`src/rtl/mcs4_cycle_ctrl_if.sv`:
```
// Bundle of control, SYNC and data-bus arbitration signals between the cycle controller
// and the CPU/ROM side of the i4004 system.
interface mcs4_cycle_ctrl_if;
    logic       run;
    logic       step;
    logic       sync_pad;
    logic       data_dir;
    logic       clk1_pad;
    logic       clk2_pad;
    logic [2:0] subcycle;
    logic       cycle_start;
    logic       halted;
    logic       rom_drive;
    logic       sync_err;
    logic       bus_conflict;

    modport master (
        input  run, step, sync_pad, data_dir,
        output clk1_pad, clk2_pad, subcycle, cycle_start, halted, rom_drive, sync_err,
               bus_conflict
    );

    modport slave (
        output run, step, sync_pad, data_dir,
        input  clk1_pad, clk2_pad, subcycle, cycle_start, halted, rom_drive, sync_err,
               bus_conflict
    );
endinterface

```
`src/rtl/mcs4_cycle_ctrl.sv`:
```
// i4004 two-phase clock generator and A1..X3 subcycle sequencer with run/halt/step control,
// SYNC realignment and ROM data-bus ownership.
module mcs4_cycle_ctrl #(
    parameter int unsigned PHASE_TICKS = 4,
    parameter int unsigned GAP_TICKS   = 1
) (
    input logic               sysclk,
    input logic               poc,
    mcs4_cycle_ctrl_if.master bus
);
    localparam int unsigned T  = 2 * PHASE_TICKS + 2 * GAP_TICKS;
    localparam int unsigned TW = $clog2(T);

    localparam logic [TW-1:0] TickLast  = TW'(T - 1);
    localparam logic [TW-1:0] Clk1End   = TW'(PHASE_TICKS);
    localparam logic [TW-1:0] Clk2Start = TW'(PHASE_TICKS + GAP_TICKS);
    localparam logic [TW-1:0] Clk2End   = TW'(2 * PHASE_TICKS + GAP_TICKS);
    localparam logic [TW-1:0] SyncTick  = TW'(2 * PHASE_TICKS + GAP_TICKS - 1);

    typedef enum logic [1:0] {StHalt, StRun, StStep} state_e;

    state_e        state_q, state_d;
    logic [TW-1:0] tick_q, tick_d;
    logic [2:0]    sub_q, sub_d;
    logic          force_q, force_d;
    logic          clk1_q, clk1_d;
    logic          clk2_q, clk2_d;
    logic          cs_q, cs_d;
    logic          halted_q, halted_d;
    logic          rom_q, rom_d;
    logic          sync_err_q, sync_err_d;
    logic          conflict_q, conflict_d;
    logic          running_d;

    always_comb begin
        state_d    = state_q;
        tick_d     = tick_q;
        sub_d      = sub_q;
        force_d    = force_q;
        sync_err_d = sync_err_q;
        conflict_d = conflict_q | (rom_q & bus.data_dir);
        cs_d       = 1'b0;

        case (state_q)
            StHalt: begin
                if (bus.run) begin
                    state_d = StRun;
                end else if (bus.step) begin
                    state_d = StStep;
                end
            end
            default: begin
                // SYNC is judged once per subcycle, at the last clk2-high tick.
                if (tick_q == SyncTick) begin
                    if (bus.sync_pad && (sub_q != 3'd7)) begin
                        sync_err_d = 1'b1;
                        force_d    = 1'b1;
                    end else if (!bus.sync_pad && (sub_q == 3'd7)) begin
                        sync_err_d = 1'b1;
                    end
                end
                if (tick_q == TickLast) begin
                    tick_d  = '0;
                    force_d = 1'b0;
                    if ((sub_q == 3'd7) || force_q) begin
                        // Instruction-cycle boundary: the only point where run/step take effect.
                        sub_d   = 3'd0;
                        cs_d    = 1'b1;
                        state_d = bus.run ? StRun : StHalt;
                    end else begin
                        sub_d = sub_q + 3'd1;
                    end
                end else begin
                    tick_d = tick_q + 1'b1;
                end
            end
        endcase

        // Outputs are registered from next-state so they line up with tick_q/sub_q.
        running_d = (state_d != StHalt);
        halted_d  = ~running_d;
        clk1_d    = running_d && (tick_d < Clk1End);
        clk2_d    = running_d && (tick_d >= Clk2Start) && (tick_d < Clk2End);
        rom_d     = running_d && ((sub_d == 3'd3) || (sub_d == 3'd4)) && (tick_d < Clk2End);
    end

    always_ff @(posedge sysclk) begin
        if (poc) begin
            state_q    <= StHalt;
            tick_q     <= '0;
            sub_q      <= 3'd0;
            force_q    <= 1'b0;
            clk1_q     <= 1'b0;
            clk2_q     <= 1'b0;
            cs_q       <= 1'b0;
            halted_q   <= 1'b1;
            rom_q      <= 1'b0;
            sync_err_q <= 1'b0;
            conflict_q <= 1'b0;
        end else begin
            state_q    <= state_d;
            tick_q     <= tick_d;
            sub_q      <= sub_d;
            force_q    <= force_d;
            clk1_q     <= clk1_d;
            clk2_q     <= clk2_d;
            cs_q       <= cs_d;
            halted_q   <= halted_d;
            rom_q      <= rom_d;
            sync_err_q <= sync_err_d;
            conflict_q <= conflict_d;
        end
    end

    assign bus.clk1_pad     = clk1_q;
    assign bus.clk2_pad     = clk2_q;
    assign bus.subcycle     = sub_q;
    assign bus.cycle_start  = cs_q;
    assign bus.halted       = halted_q;
    assign bus.rom_drive    = rom_q;
    assign bus.sync_err     = sync_err_q;
    assign bus.bus_conflict = conflict_q;
endmodule

```
`src/flat_wrapper.sv`:
```
// flat-port wrapper written by rule: the top's interface ports become plain ports
module mcs4_cycle_ctrl_flat 
#(
    parameter int unsigned PHASE_TICKS = 4,
    parameter int unsigned GAP_TICKS   = 1
)
  (sysclk, poc, bus_run, bus_step, bus_sync_pad, bus_data_dir, bus_clk1_pad, bus_clk2_pad, bus_subcycle, bus_cycle_start, bus_halted, bus_rom_drive, bus_sync_err, bus_bus_conflict);
  mcs4_cycle_ctrl_if bus_i ();
  input logic sysclk;
  input logic poc;
  input wire logic [$bits(bus_i.run)-1:0] bus_run;
  input wire logic [$bits(bus_i.step)-1:0] bus_step;
  input wire logic [$bits(bus_i.sync_pad)-1:0] bus_sync_pad;
  input wire logic [$bits(bus_i.data_dir)-1:0] bus_data_dir;
  output wire logic [$bits(bus_i.clk1_pad)-1:0] bus_clk1_pad;
  output wire logic [$bits(bus_i.clk2_pad)-1:0] bus_clk2_pad;
  output wire logic [$bits(bus_i.subcycle)-1:0] bus_subcycle;
  output wire logic [$bits(bus_i.cycle_start)-1:0] bus_cycle_start;
  output wire logic [$bits(bus_i.halted)-1:0] bus_halted;
  output wire logic [$bits(bus_i.rom_drive)-1:0] bus_rom_drive;
  output wire logic [$bits(bus_i.sync_err)-1:0] bus_sync_err;
  output wire logic [$bits(bus_i.bus_conflict)-1:0] bus_bus_conflict;
  assign bus_i.run = bus_run;
  assign bus_i.step = bus_step;
  assign bus_i.sync_pad = bus_sync_pad;
  assign bus_i.data_dir = bus_data_dir;
  assign bus_clk1_pad = bus_i.clk1_pad;
  assign bus_clk2_pad = bus_i.clk2_pad;
  assign bus_subcycle = bus_i.subcycle;
  assign bus_cycle_start = bus_i.cycle_start;
  assign bus_halted = bus_i.halted;
  assign bus_rom_drive = bus_i.rom_drive;
  assign bus_sync_err = bus_i.sync_err;
  assign bus_bus_conflict = bus_i.bus_conflict;
  mcs4_cycle_ctrl #(.PHASE_TICKS(PHASE_TICKS), .GAP_TICKS(GAP_TICKS)) u_core (.sysclk(sysclk), .poc(poc), .bus(bus_i));
endmodule
```
`config.mk`:
```
export PLATFORM = sky130hd
export DESIGN_NAME = mcs4_cycle_ctrl_flat
export DESIGN_NICKNAME = d
export VERILOG_FILES = /design/src/rtl/mcs4_cycle_ctrl_if.sv /design/src/rtl/mcs4_cycle_ctrl.sv /design/src/flat_wrapper.sv
export SDC_FILE = /design/constraint.sdc
export NUM_CORES = 1
export LEC_CHECK = 0
export ABC_AREA = 1
export CORE_AREA = 8 8 70 72
export DETAILED_ROUTE_END_ITERATION = 10
export DIE_AREA = 0 0 78 80
export GPL_ROUTABILITY_DRIVEN = 0
export GPL_TIMING_DRIVEN = 0
export SLEW_MARGIN = 30
export SYNTH_ARGS = -nofsm -noshare
export SYNTH_HDL_FRONTEND = slang
export SYNTH_SLANG_ARGS = --single-unit
```
`constraint.sdc`:
```
create_clock -name sysclk -period 1.3 [get_ports sysclk]
set_input_delay 0.39 -clock sysclk [delete_from_list [all_inputs] [get_ports sysclk]]
set_output_delay 0.39 -clock sysclk [all_outputs]
set_load 0.05 [all_outputs]
```
## Word level (Yosys, flattened, before mapping)

Index checks and enable logic that the tools add are counted.

- Input port bits: 6
- Register bits: 17
- Word-level logic and storage cells: 62

- Mux-type cells: 17
- Reductions and logical operators: 18
- Add/sub/neg operators: 2
- $lt $le $gt $ge: 3
- Eq/ne operators: 6
- Bitwise logic cells: 5

Operators by type and width:

| cell | number |
|---|---|
| 2-bit 2-to-1 mux | 5 |
| 3-bit 2-to-1 mux | 3 |
| 4-bit == test, second input constant | 2 |
| 4-bit 2-to-1 mux | 2 |
| 2-bit nonzero test | 4 |
| 1-bit logical AND | 7 |
| 1-bit 2-to-1 mux | 7 |
| 3-bit == test, second input constant | 2 |
| 3-bit AND reduction | 2 |
| 4-bit by 1-bit adder with 4-bit output, second input constant | 1 |
| 4-bit by 3-bit >= comparator with 1-bit output, second input constant | 1 |
| 4-bit by 3-bit less-than comparator with 1-bit output, second input constant | 1 |
| 4-bit less-than comparator, second input constant | 1 |
| 3-bit by 1-bit adder with 3-bit output, second input constant | 1 |
| 3-bit by 2-bit == test with 1-bit output, second input constant | 1 |
| 3-bit inequality test, second input constant | 1 |
| 1-bit NOT | 3 |
| 3-bit OR reduction | 1 |
| 2-bit zero test | 1 |
| 1-bit logical OR | 2 |
| 1-bit bitwise AND | 1 |
| 1-bit zero test | 1 |
| 1-bit bitwise OR | 1 |

## Logic depth before layout (Yosys ltp)

Gate-level depths: netlist of run 1.

- Depth after elaboration: 9
- Mapped depth: 12

## Least setup slack after synthesis of run 1

OpenSTA, ideal clock, no wires.

- Path kind: register to register
- Start: register u_core.sub_q[1], in the netlist u_core.bus.subcycle[1]
- End: register u_core.clk2_q, in the netlist u_core.bus.clk2_pad
- Setup slack: -418 ps
- Cell stages (with the launch flop): 12
- Arrival: 1,606 ps
- Clock period less this slack: 1,718 ps
- Cells stage by stage: dfxtp_1 -> ha_1 -> ha_1 -> inv_1 -> nand2_1 -> nand3_2 -> nand2_1 -> nand2_1 -> nand2_1 -> nand2_4 -> nand2_2 -> nor2_1

- Word-level cells in the longest chain between the ends: 8

RTL lines:

| element | line | text |
|---|---|---|
| from (decl) | mcs4_cycle_ctrl.sv:24 | `logic [2:0] sub_q, sub_d;` |
| from (signal assigned) | mcs4_cycle_ctrl.sv:103 | `sub_q <= sub_d;` |
| 3-bit == test | mcs4_cycle_ctrl.sv:65 | `if ((sub_q == 3'd7) \|\| force_q) begin` |
| 1-bit logical OR | mcs4_cycle_ctrl.sv:65 |  |
| 2-bit 2-to-1 mux | mcs4_cycle_ctrl.sv:65 |  |
| 2-bit 2-to-1 mux | mcs4_cycle_ctrl.sv:62 | `if (tick_q == TickLast) begin` |
| 2-bit 2-to-1 mux | mcs4_cycle_ctrl.sv:44 | `case (state_q)` |
| 2-bit nonzero test | mcs4_cycle_ctrl.sv:80 | `running_d = (state_d != StHalt);` |
| 1-bit logical AND (2 in series) | mcs4_cycle_ctrl.sv:83 | `clk2_d = running_d && (tick_d >= Clk2Start) && (tick_d < Clk2End);` |
| to (signal assigned) | mcs4_cycle_ctrl.sv:106 | `clk2_q <= clk2_d;` |
| to (decl) | mcs4_cycle_ctrl.sv:27 | `logic clk2_q, clk2_d;` |

No other way between the ends.
A chain may end at the register's enable or synchronous reset.

## Final worst setup path of run 1

- Start: register u_core.sub_q[0], in the netlist u_core.bus.subcycle[0]
- End: register u_core.clk2_q, in the netlist u_core.bus.clk2_pad

The elaborated chain is that of the path after synthesis.

==> results of run 1 <==
[synthesized netlist by cell type, types with 3 or more instances]
| library cell | instances |
|---|---|
| nand2_4 | 3 |
| nand2_2 | 8 |
| dfxtp_1 | 17 |
| ha_1 | 3 |
| nor2_4 | 4 |
| inv_1 | 14 |
| nand2_1 | 23 |
| nand3_2 | 3 |
| inv_2 | 5 |
| nor3_1 | 3 |
| nand3_1 | 6 |
| nand4_1 | 3 |
| nor2_1 | 16 |
| o21ai_0 | 3 |
[per-layer routing]
metal	part of all wire, %	track usage (%)	up-vias
met1	45	7.782	346
li1	-	-	419
met3	4.6	2.365	5
met5	0	0	-
met4	2.7	4.630	0
met2	47	11.36	12
[area by class of cell]
class,instances,area share (%)
well taps,50,5.000
multi-input cells,82,44.40
inverters,20,6.400
repair buffers,19,11.40
plain buffers,2,1.300
flip-flops and latches,17,27.90
clock buffers,4,3.600
[registers in the layout, summed over array words and instances, names as in the netlist]
name	cells
u_core.tick_q	4
u_core.bus.subcycle	3
u_core.state_q	2
u_core.bus.bus_conflict	1
u_core.bus.clk1_pad	1
u_core.bus.clk2_pad	1
u_core.bus.cycle_start	1
u_core.bus.halted	1
u_core.bus.rom_drive	1
u_core.bus.sync_err	1
u_core.force_q	1
[worst paths after layout]
path | end | cells past startpoint
max reg2reg | u_core.bus.clk2_pad$_SDFF_PP0_ | 12
max | u_core.bus.clk2_pad$_SDFF_PP0_ | 12
min | u_core.bus.bus_conflict$_SDFF_PP0_ | 2
min reg2reg | u_core.bus.bus_conflict$_SDFF_PP0_ | 2
[worst min-delay path, cell delays in order (launching register included)]
cell,delay [ns]
dfxtp_1,0.32
a21oi_1,0.04
nor2_1,0.07
[cells by family after synthesis]
| family | synth area share (%) |
|---|---|
| flops | 37.67 |
| fa+ha+maj | 4.156 |
| xor+xnor | 1.939 |
| compound gates | 4.432 |
| buf+inv | 10.25 |
| simple gates | 41.55 |
[power breakdown]
part / switching, mW / internal (mW)
clock: 0.184 / 0.218
combinational: 0.147 / 0.0818
sequential: 0.0184 / 0.538
total: 0.349 / 0.838
[timing repair]
item,CTS,global route
buffers inserted,1,3
pin swaps,2,6
setup endpoints to repair,24,16
resized for setup,52,17
==> flow_metrics.env, run 1 <==
export IMPL_synth_top_area_share_pct=37.67
export IMPL_portBuffers=15
export IMPL_ios=16
export IMPL_critPathMostFrequentCell="nand2_4"
export IMPL_postPlaceCellArea_um2=1157
export IMPL_fin_setup_tns_ns=-0.5044
export IMPL_drive_above_1_share_pct=41.67
export IMPL_synth_edf_count=0
export IMPL_clk_latency_ns=0.26
export IMPL_worstMarginPinSlew_ns=0.2781
export IMPL_path_class="flop to flop"
export IMPL_crit_path_max_incr_delay_ns=0.36
export IMPL_cts_sinks=17
export IMPL_die_h_um=80
export IMPL_dieArea_um2=6240
export IMPL_rsz0062_at_grt="true"
export IMPL_cp_buffers_inverters=1
export IMPL_syn_inst=121
export IMPL_diodes=0
export IMPL_crit_family="simple AND/OR/NAND/NOR gates"
export IMPL_clock_path_buffers=2
export IMPL_clock_fmax_mhz=705.5
export IMPL_vias_per_cell=4.031
export IMPL_skew_ns=0.003635
export IMPL_drtIter0Drc=33
export IMPL_fin_cells=194
export IMPL_clk_pin_slew_worst_paths_ns=0.06
export IMPL_place_hpwl_um=1476
export IMPL_grt_pass1_vias=821
export IMPL_slew_headroom_pct=81.27
export IMPL_cp_required_ns=1.45
export IMPL_ys_flop_type="dfxtp_1"
export IMPL_cts_buffers=3
export IMPL_critPathLaunchType="flop"
export IMPL_cts_tree="yes"
export IMPL_avgSynthCellArea_um2=7.466
export IMPL_dp_cells=186
export IMPL_detail_route_antenna_nets=0
export IMPL_dr_pass1_iters=4
export IMPL_min_path_type="flop to flop"
export IMPL_register_area_um2=349.1
export IMPL_hold_violations=0
export IMPL_multi_input_area_um2=555.5
export IMPL_area_growth_pct=38.50
export IMPL_cts_max_level=1
export IMPL_grtUsageTotal_pct=7.045
export IMPL_drcViolationCount=0
export IMPL_nets=154
export IMPL_syn_num_nets=130
export IMPL_setup_viol=6
export IMPL_async_flop_share_pct=0
export IMPL_wl_per_cell_um=10.70
export IMPL_power_leakage_nw=0.5595
export IMPL_cp_startpoint="u_core.bus.subcycle[0]$_SDFF_PP0_"
export IMPL_finalWorstSetupSlack_ns=-0.1174
export IMPL_preCtsSetupSlack_ns=-0.3141
export IMPL_final_util_pct=32.45
export IMPL_ys_types=22
export IMPL_cp_end_kind="flop"
export IMPL_powerDensity_nw_per_um2=949.0
export IMPL_grt_max_degree=11
export IMPL_synth_area_leaders="dfxtp_1 38%, nand2_1 9.6%, nor2_1 6.6%"
export IMPL_die_w_um=78
export IMPL_final_common_cell="nand2_1"
export IMPL_path_cells="ha_4, ha_4, inv_4, nand2_4, nand3_4, nand2_2, nand2_1, nand2_1, nand2_2, nand2_4, nand2_4, nor2_2"
export IMPL_final_fill_count=437
export IMPL_ir_worst_vdd_mv=0.3106
export IMPL_violations="setup timing"
export IMPL_total_power_mw=1.187
export IMPL_drv_cap=0
export IMPL_status="finished with violations"
export IMPL_arrival_ns=1.57
export IMPL_vias=782
export IMPL_grt_ovfl_total=0
export IMPL_synth_seq_cells=17
export IMPL_r2r_slack_ns=-0.12
export IMPL_row_count=23
export IMPL_path_max_fanout=3
export IMPL_yosysSeqAreaShare_pct=37.67
export IMPL_layout_min_cycle_time_ns=1.417
export IMPL_fin_area_um2=1251
export IMPL_hold_buffers=0
export IMPL_slew_viol_final=0
export IMPL_antenna_found_initial=0
export IMPL_wirelength_um=2075
export IMPL_timing_rr_start="u_core.bus.subcycle[0]$_SDFF_PP0_"
export IMPL_yosys_warnings=0
export IMPL_timing_final_crit_share_pct=109.0
export IMPL_grt_first_pass_wirelength_um=3491
export IMPL_start_util_pct=23.43
export IMPL_core_um2=3856
export IMPL_cts_root_buffer="clkbuf_8"
export IMPL_hold_ws_ns=0.4665
export IMPL_layout_common_cells="20 x nand2_1, 14 x dfxtp_1, 13 x inv_1, 13 x nor2_1, 9 x nand2_2"
export IMPL_crit_slowest_cell="dfxtp_4"
export IMPL_synthesis_area_um2=903.4
export IMPL_yosysTopAreaCell="dfxtp_1"
export IMPL_min_from="u_core.bus.bus_conflict$_SDFF_PP0_"
(Power assumes the default switching activity.)
==> run 2, diff against run 1 <==
--- a/config.mk
+++ b/config.mk
@@ -6,11 +6,12 @@
 export NUM_CORES = 1
 export LEC_CHECK = 0
 export ABC_AREA = 1
-export CORE_AREA = 8 8 70 72
+export CORE_AREA = 8 8 54 56
 export DETAILED_ROUTE_END_ITERATION = 10
-export DIE_AREA = 0 0 78 80
+export DIE_AREA = 0 0 62 64
 export GPL_ROUTABILITY_DRIVEN = 0
 export GPL_TIMING_DRIVEN = 0
+export PLACE_DENSITY = 0.71
 export SLEW_MARGIN = 30
 export SYNTH_ARGS = -nofsm -noshare
 export SYNTH_HDL_FRONTEND = slang
==> flow_metrics.env, run 2 (synthesized netlist as in run 1, its figures left out) <==
export IMPL_status="finished with violations"
export IMPL_violations="setup timing"
export IMPL_timing_final_crit_share_pct=108.1
export IMPL_portBuffers=15
export IMPL_sw_frac_of_total_pct=31.44
export IMPL_hold_path_cell_count=2
export IMPL_cp_end_kind="flop"
export IMPL_cts_max_level=1
export IMPL_dieArea_um2=3968
export IMPL_path_class="flop to flop"
export IMPL_finalWorstSetupSlack_ns=-0.1047
export IMPL_hold_ws_ns=0.4872
export IMPL_setup_viol=8
export IMPL_core_um2=2106
export IMPL_top_register="u_core.tick_q"
export IMPL_drtIter0Drc=17
export IMPL_crit_family="simple AND/OR/NAND/NOR gates"
export IMPL_clock_path_buffers=2
export IMPL_drv_cap=0
export IMPL_hold_buffers=0
export IMPL_min_path_type="flop to flop"
export IMPL_cp_required_ns=1.50
export IMPL_ir_worst_vdd_mv=0.5616
export IMPL_clock_fmax_mhz=711.9
export IMPL_grt_pass1_vias=745
export IMPL_register_area_um2=350.3
export IMPL_final_util_pct=56.15
export IMPL_arrival_ns=1.61
export IMPL_multi_input_area_um2=520.5
export IMPL_cts_sinks=17
export IMPL_diodes=0
export IMPL_switching_power_mw=0.3352
export IMPL_crit_path_max_incr_delay_ns=0.36
export IMPL_worstRegToRegCells=12
export IMPL_clk_pin_slew_worst_paths_ns=0.10
export IMPL_r2r_slack_ns=-0.10
export IMPL_grt_first_pass_wirelength_um=3029
export IMPL_hold_violations=0
export IMPL_rsz0062_at_grt="true"
export IMPL_worstMarginPinSlew_ns=0.5109
export IMPL_cts_root_buffer="clkbuf_4"
export IMPL_timing_rr_start="u_core.bus.subcycle[1]$_SDFF_PP0_"
export IMPL_nets=154
export IMPL_path_cells="ha_4, ha_4, inv_2, nand2_2, nand3_2, nand2_2, nand2_1, nand2_1, nand2_2, nand2_4, nand2_2, nor2_1"
export IMPL_slew_headroom_pct=65.94
export IMPL_area_growth_pct=30.89
export IMPL_start_util_pct=42.90
export IMPL_p_int_mw=0.7312
export IMPL_p_clk_share_pct=27.1
export IMPL_antenna_found_initial=0
export IMPL_cts_tree="yes"
export IMPL_ios=16
export IMPL_die_w_um=62
export IMPL_critPathMostFrequentCell="nand2_2"
export IMPL_total_power_mw=1.066
export IMPL_powerDensity_nw_per_um2=901.9
export IMPL_grt_max_degree=11
export IMPL_largest_register_ffs=4
export IMPL_die_h_um=64
export IMPL_combPwrFrac_pct=20.7
export IMPL_crit_slowest_cell="dfxtp_4"
export IMPL_min_from="u_core.bus.bus_conflict$_SDFF_PP0_"
export IMPL_skew_ns=0.003701
export IMPL_vias_per_cell=4.581
export IMPL_row_count=17
export IMPL_vias=788
export IMPL_hold_path_end="u_core.bus.bus_conflict$_SDFF_PP0_"
export IMPL_seq_power_share_pct=52.2
export IMPL_dr_pass1_iters=4
export IMPL_slew_viol_final=0
export IMPL_cts_buffers=3
export IMPL_wirelength_um=1908
export IMPL_critPathLaunchType="flop"
export IMPL_grtUsageTotal_pct=9.953
export IMPL_detail_route_antenna_nets=0
export IMPL_wl_per_cell_um=11.09
export IMPL_power_leakage_nw=0.5493
export IMPL_drcViolationCount=0
export IMPL_final_common_cell="nand2_1"
export IMPL_clk_latency_ns=0.30
export IMPL_drive_above_1_share_pct=40.28
export IMPL_path_max_fanout=2
export IMPL_final_fill_count=199
export IMPL_place_hpwl_um=1478
export IMPL_grt_ovfl_total=0
export IMPL_cp_buffers_inverters=1
export IMPL_layout_common_cells="20 x nand2_1, 14 x nor2_1, 13 x inv_1, 13 x dfxtp_1, 11 x nand2_2"
export IMPL_worstReg2RegEnd="u_core.bus.clk2_pad$_SDFF_PP0_"
export IMPL_layout_min_cycle_time_ns=1.405
[run 2: repair_timing]
action / CTS / global route
gates resized for setup: 53 / 12
cloned: 0 / 0
setup buffers: 2 / 2
endpoints found under the setup margin: 14 / 18
pin swaps: 6 / 3
[run 2: layer usage]
layer / share of wire (%) / vias to the layer above / track usage [%]
met5: 0 / - / 0
met4: 1.3 / 0 / 4.274
met3: 5.7 / 3 / 3.200
met2: 50 / 13 / 16.43
met1: 43 / 353 / 11.18
li1: - / 419 / -
[run 2: power by group through the flow]
stage	Sequential [mW]	Clock (mW)	Combinational [mW]
final	0.556	0.289	0.221
after global routing	0.560	0.311	0.241
after CTS	0.556	0.299	0.218
after detailed placement	0.569	0	0.221
after global placement	0.567	0	0.216
after floorplan	0.595	0	0.135
[run 2: tightest hold or removal path, stage by stage (launching register included)]
cell     delay [ns]
dfxtp_1        0.35
a21oi_1        0.04
nor2_1         0.07
[run 2: final cells by class]
type                       count  share of cell area (%)
buffer                         2                   1.270
clock inverter                 1                  0.4233
sequential                    17                   29.63
tap                           28                   2.963
clock buffer                   3                   1.905
inverter                      20                   6.561
multi-input combinational     82                   44.02
timing repair buffer          19                   13.23
[run 2: how the worst max path moves through the flow]
| stage | endpoint | cells past startpoint | slack [ns] | startpoint |
|---|---|---|---|---|
| 2_1_floorplan | u_core.bus.clk2_pad$_SDFF_PP0_ | 12 | -0.09 | u_core.bus.subcycle[1]$_SDFF_PP0_ |
| 3_3_place_gp | bus_subcycle[2] | 1 | -0.24 | u_core.bus.subcycle[2]$_SDFF_PP0_ |
| 3_5_place_dp | u_core.force_q$_SDFFE_PP0P_ | 3 | -0.29 | poc |
| 4_1_cts | u_core.bus.clk2_pad$_SDFF_PP0_ | 12 | -0.12 | u_core.bus.subcycle[1]$_SDFF_PP0_ |
| 5_1_grt | u_core.bus.clk2_pad$_SDFF_PP0_ | 12 | -0.19 | u_core.bus.subcycle[1]$_SDFF_PP0_ |
| 6_report | u_core.bus.clk2_pad$_SDFF_PP0_ | 12 | -0.10 | u_core.bus.subcycle[1]$_SDFF_PP0_ |
[run 2: stage by stage]
| step | area (um^2) | setup WS, ns | setup TNS, ns | std cells |
|---|---|---|---|---|
| final | 1182 | -0.1047 | -0.4955 | 172 |
| after global routing | 1182 | -0.1917 | -1.424 | 172 |
| after CTS | 1130 | -0.1246 | -0.5452 | 170 |
| after detailed placement | 1130 | -0.2899 | -4.964 | 164 |
| after global placement | 1130 | -0.2429 | -4.445 | 164 |
| after floorplan | 944.7 | -0.08921 | -0.3081 | 121 |
